===== src/rtl/layered_pixel_compositor.sv =====
// Layered pixel compositor: merges NUM_LAYERS sprite layers into one RGB
// stream with a fixed 2-cycle latency and a frame-counted inversion flash.
// Ports: clk, reset (sync, active-high); beam_x, beam_y, draw, frame_start
// from VGA timing; layer_colors / layer_transparencies from sprite renderers;
// flash_trigger starts the flash; red/green/blue, pixel_valid, flash_active.
// Optional macro COMPOSITOR_GRID_BG_EN: graph-paper background every
// GRID_PITCH pixels instead of solid BG_COLOR.
module layered_pixel_compositor #(
  parameter int NUM_LAYERS = 4,
  parameter int COLOR_W = 4,
  parameter int GAME_VIEW_LEFT_BORDER_X = 160,
  parameter int GAME_VIEW_RIGHT_BORDER_X = 480,
  parameter logic [3*COLOR_W-1:0] BG_COLOR = 'hFFF,
  parameter int FLASH_FRAMES = 8,
  parameter int GRID_PITCH = 16
) (
  input  logic                                 clk,
  input  logic                                 reset,
  input  logic [10:0]                          beam_x,
  input  logic [9:0]                           beam_y,
  input  logic                                 draw,
  input  logic                                 frame_start,
  input  logic [NUM_LAYERS-1:0][2:0][COLOR_W-1:0] layer_colors,
  input  logic [NUM_LAYERS-1:0]                layer_transparencies,
  input  logic                                 flash_trigger,
  output logic [COLOR_W-1:0]                   red,
  output logic [COLOR_W-1:0]                   green,
  output logic [COLOR_W-1:0]                   blue,
  output logic                                 pixel_valid,
  output logic                                 flash_active
);

  localparam int SEL_W = (NUM_LAYERS > 1) ? $clog2(NUM_LAYERS) : 1;
  localparam logic [7:0] FLASH_LOAD = 8'(FLASH_FRAMES);
  localparam logic [10:0] LEFT_X = 11'(GAME_VIEW_LEFT_BORDER_X);
  localparam logic [10:0] RIGHT_X = 11'(GAME_VIEW_RIGHT_BORDER_X);

  typedef logic [2:0][COLOR_W-1:0] rgb_t;
  typedef enum logic [0:0] {IDLE, FLASH} state_t;

  localparam rgb_t BG = '{BG_COLOR[COLOR_W-1:0],
                          BG_COLOR[2*COLOR_W-1 -: COLOR_W],
                          BG_COLOR[3*COLOR_W-1 -: COLOR_W]};

  // Only beam_y low bits feed the grid; the rest is intentionally unused.
  logic w_unused;
  assign w_unused = &{1'b0, beam_y, 1'(GRID_PITCH)};

  // Flash FSM
  state_t     r_state, w_state_nxt;
  logic [7:0] r_count, w_count_nxt;

  always_ff @(posedge clk) begin
    if (reset) begin
      r_state <= IDLE;
      r_count <= '0;
    end else begin
      r_state <= w_state_nxt;
      r_count <= w_count_nxt;
    end
  end

  // A trigger always wins over a coincident frame_start.
  always_comb begin
    w_state_nxt = r_state;
    w_count_nxt = r_count;
    unique case (r_state)
      IDLE: begin
        if (flash_trigger) begin
          w_state_nxt = FLASH;
          w_count_nxt = FLASH_LOAD;
        end
      end
      FLASH: begin
        if (flash_trigger) begin
          w_count_nxt = FLASH_LOAD;
        end else if (frame_start) begin
          if (r_count == 8'd1) begin
            w_state_nxt = IDLE;
            w_count_nxt = '0;
          end else begin
            w_count_nxt = r_count - 8'd1;
          end
        end
      end
    endcase
  end

  assign flash_active = (r_state == FLASH);

  // Stage 1: priority select; only the winning layer's colour is muxed so
  // garbage on transparent layers never reaches the registers.
  logic             w_hit;
  logic [SEL_W-1:0] w_sel;
  rgb_t             w_col;
  logic             w_border;

  always_comb begin
    w_hit = 1'b0;
    w_sel = '0;
    for (int i = NUM_LAYERS - 1; i >= 0; i--) begin
      if (!layer_transparencies[i]) begin
        w_hit = 1'b1;
        w_sel = SEL_W'(i);
      end
    end
    w_col = w_hit ? layer_colors[w_sel] : '0;
  end

  assign w_border = (beam_x <= LEFT_X) || (beam_x >= RIGHT_X);

  logic r_s1_draw;
  logic r_s1_border;
  logic r_s1_hit;
  rgb_t r_s1_col;

`ifdef COMPOSITOR_GRID_BG_EN
  localparam int GRID_LOG = (GRID_PITCH > 1) ? $clog2(GRID_PITCH) : 1;

  // Scale a 4-bit nibble to COLOR_W by keeping its top bits.
  function automatic logic [COLOR_W-1:0] scale4(input logic [3:0] v);
    logic [COLOR_W-1:0] r;
    int j;
    r = '0;
    for (int i = 0; i < COLOR_W; i++) begin
      j = i + 4 - COLOR_W;
      if (j >= 0 && j < 4) r[i] = v[j];
    end
    return r;
  endfunction

  localparam rgb_t GRID = '{scale4(4'hF), scale4(4'hD), scale4(4'hC)};

  logic w_grid;
  logic r_s1_grid;
  assign w_grid = (beam_x[GRID_LOG-1:0] == '0) ||
                  (beam_y[GRID_LOG-1:0] == '0);

  always_ff @(posedge clk) begin
    if (reset) r_s1_grid <= 1'b0;
    else       r_s1_grid <= w_grid;
  end
`endif

  always_ff @(posedge clk) begin
    if (reset) begin
      r_s1_draw   <= 1'b0;
      r_s1_border <= 1'b0;
      r_s1_hit    <= 1'b0;
      r_s1_col    <= '0;
    end else begin
      r_s1_draw   <= draw;
      r_s1_border <= w_border;
      r_s1_hit    <= w_hit;
      r_s1_col    <= w_col;
    end
  end

  // Stage 2: blank/border, background, flash inversion.
  rgb_t w_bg;
  rgb_t w_pix;

  always_comb begin
`ifdef COMPOSITOR_GRID_BG_EN
    w_bg = r_s1_grid ? GRID : BG;
`else
    w_bg = BG;
`endif
    w_pix = '0;
    if (r_s1_draw && !r_s1_border) begin
      w_pix = r_s1_hit ? r_s1_col : w_bg;
      if (r_state == FLASH) begin
        for (int c = 0; c < 3; c++) w_pix[c] = ~w_pix[c];
      end
    end
  end

  logic [COLOR_W-1:0] r_red, r_green, r_blue;
  logic               r_valid;

  always_ff @(posedge clk) begin
    if (reset) begin
      r_red   <= '0;
      r_green <= '0;
      r_blue  <= '0;
      r_valid <= 1'b0;
    end else begin
      r_red   <= w_pix[0];
      r_green <= w_pix[1];
      r_blue  <= w_pix[2];
      r_valid <= r_s1_draw;
    end
  end

  assign red         = r_red;
  assign green       = r_green;
  assign blue        = r_blue;
  assign pixel_valid = r_valid;

endmodule


===== config.mk =====
export PLATFORM = sky130hd
export DESIGN_NAME = layered_pixel_compositor
export DESIGN_NICKNAME = d
export VERILOG_FILES = /design/src/rtl/layered_pixel_compositor.sv
export SDC_FILE = /design/constraint.sdc
export NUM_CORES = 1
export LEC_CHECK = 0
export CAP_MARGIN = 20
export CORE_ASPECT_RATIO = 1.5
export CORE_MARGIN = 3
export CORE_UTILIZATION = 30
export CTS_CLUSTER_DIAMETER = 120
export DETAILED_ROUTE_END_ITERATION = 12
export GPL_TIMING_DRIVEN = 0
export PLACE_DENSITY = 0.68
export SETUP_SLACK_MARGIN = 0.1
export SYNTH_ARGS = -nofsm -noshare
export SYNTH_HDL_FRONTEND = slang
export SYNTH_SLANG_ARGS = --single-unit

===== constraint.sdc =====
create_clock -name clk -period 4.25 [get_ports clk]
set_input_delay 1.275 -clock clk [delete_from_list [all_inputs] [get_ports clk]]
set_output_delay 1.275 -clock clk [all_outputs]
set_load 0.005 [all_outputs]

==> results.cfg <==
[clock_tree]
root_buffer = clkbuf_8
cts_tree = done
cts_hold_buf = 0
clock_latency_ps = 280
postCtsResizedCells = 0
htree_levels = 2
post_cts_buffers = 0
cts.sinks = 37
numCtsBuffers = 5
clkTransAtPathRegs_ps = 70
cts_max_path_buffers = 2

[setup_path]
cp.arrival_ps = 2860
crit_path_start_kind = input port
worst-path-max-fanout = 10
cp.required_ps = 4410
path_class = in -> reg
setup.worst_path.end_class = register

[global_routing]
overflow = 0
track_usage = 0.132
grt_use_met1 = 0.150
antenna_found_initial = 0
grt-busiest-layer = met2
grt_start_max_net_pins = 12
use_met2 = 0.237
grt_pass1_wl_mm = 8.05
use_met3 = 0.0261
grt_pass1_vias = 1734

[sta]
fmax_mhz = 371
fin_skew_ps = 4.18
min_period_ps = 2700
finalCritPeriodShare = 0.634
finalMaxSlewViolations = 0
max-slew-margin-rel = 0.697
fin_ws_ps = 1560
fin_setup_tns_ps = 0
worstMarginPinSlew_ps = 454
rsz0062_at_grt = false
hold_viol = 0
setup_violations = 0
whs_ps = 465

[die]
die_y_um = 104
initial_core_util = 0.311
core_area_um2 = 6170
boundaryPins = 92
rows = 35
die-area_um2 = 7420
die_w_um = 71.4

[layout]
layout-drive-gt1-share = 0.110
nFillCells = 611
layout_commonest_cell = clkdlybuf4s50_1
utilization = 0.472
instances_no_fill = 374
nNetsFinal = 379
area_growth_pct = 51.8
layout_common_cells = clkdlybuf4s50_1 (80), dfxtp_1 (37), nand2b_1 (27)
diodes = 0
final_area_um2 = 2920

[power_and_ir_drop]
sw_frac_of_total = 0.230
leakagePower_nw = 1.07
p_int_mw = 0.625
power_frac_seq = 0.458
p_sw_mw = 0.187
peakVddDrop_mv = 0.135
pwr-share-comb = 0.223
finalPower_mw = 0.812
power_density_nw_per_um2 = 278
clkPwrFrac = 0.319

[placed_design]
hpwlAfterDp_mm = 3.89
routabilityCongestion = 0.863
port_buffers = 80
dp.cells = 366
dpl-instance-area_um2 = 2820
place_ws_ps = 1240

[synthesis]
synth_top_flop_cell = dfxtp_1
netlist_instances = 212
synth-seq-area-share = 0.385
synthAdderAreaFrac = 0.0130
netlist_area_um2 = 1920
synth_cell_types = 36
synth-compound-area-share = 0.178
synth_edf_count = 0
synthMuxAreaShare = 0.0104
synth_top_family_by_area = simple AND/OR/NAND/NOR gates
ys_seq_elements = 37
synthSimpleGateAreaFrac = 0.308
ys_warn_count = 0
async_flop_share = 0
syn_avg_cell_area_um2 = 9.07
yosys.area_share.xor_xnor = 0.0592
syn_nets = 292

[detailed_routing]
drc = 0
firstDrtPassIters = 4
totalWireLength_mm = 4.69
vias = 1779
viasPerCell = 4.76
wire_per_inst_um = 12.5
ant_nets = 0
drt_iter0_markers = 25

[run]
maxCapViolCount = 0

[worst_hold_path]
hp-class = reg -> reg

[outcome]
status = complete, no violations
## worst max-delay path, cell delays in order
cell	delay [ps]
clkdlybuf4s50_1	510
clkbuf_1	390
clkbuf_1	420
a31oi_1	110
o311a_1	150
## layer usage
| metal | vias up | routed length (um) |
|---|---|---|
| li1 | 935 | - |
| met1 | 785 | 1820 |
| met2 | 55 | 2530 |
| met3 | 4 | 286 |
| met4 | 0 | 56 |
| met5 | - | 0 |
## logic make-up (layout without fill, tap and decap cells)
logic type               Yosys count  in the layout
multiplexers                       2              2
flip-flops                        37             37
AO/OA/AOI/OAI                     44             44
adder cells (fa/ha/maj)            2              2
buffers and inverters             21            109
AND/OR/NAND/NOR                   93             93
XOR/XNOR                          13             13
## power groups by stage
stage / Clock, mW / Sequential, mW / Combinational [mW]
after floorplan: 0 / 0.379 / 0.0922
after global placement: 0 / 0.380 / 0.181
after detailed placement: 0 / 0.380 / 0.181
after CTS: 0.268 / 0.372 / 0.182
after global routing: 0.280 / 0.374 / 0.200
final: 0.259 / 0.372 / 0.181
## flip-flops by register name, summed over array words and instances (netlist names)
register / cells
r_s1_col: 12
flash_active: 1
r_count: 8
green: 4
red: 4
r_s1_hit: 1
pixel_valid: 1
r_s1_border: 1
r_s1_draw: 1
blue: 4
## synthesized netlist by cell type (7+ instances only)
cell type  instances  area share
clkbuf_1           9       0.018
nand3b_1          13       0.051
nor2_1            15       0.029
nand2b_1          27       0.088
dfxtp_1           37        0.39
xnor2_1           13       0.059
buf_2              7       0.018
a31oi_1           15       0.049
or3b_2            12       0.055
o311a_1           12       0.063
## worst paths after layout
path / start / endpoint / slack (ps) / cells past startpoint
setup / recovery: reset / r_s1_col[3] / 1560 / 5
hold reg to reg: r_count[7] / r_count[7] / 470 / 2
hold / removal: r_count[7] / r_count[7] / 470 / 2
setup reg to reg: r_count[1] / flash_active / 2730 / 6
## area by class of cell
type                            count  area, um^2  area share
Buffer                             16        68.8      0.0236
Clock buffer                        7        96.3      0.0330
Clock inverter                      1        5.00     0.00172
Inverter                            5        18.8     0.00644
Multi-Input combinational cell    154        1090       0.375
Sequential cell                    37         741       0.254
Tap cell                           74        92.6      0.0317
Timing Repair Buffer               80         801       0.275
Note: power is estimated with default switching activity, not from simulation.
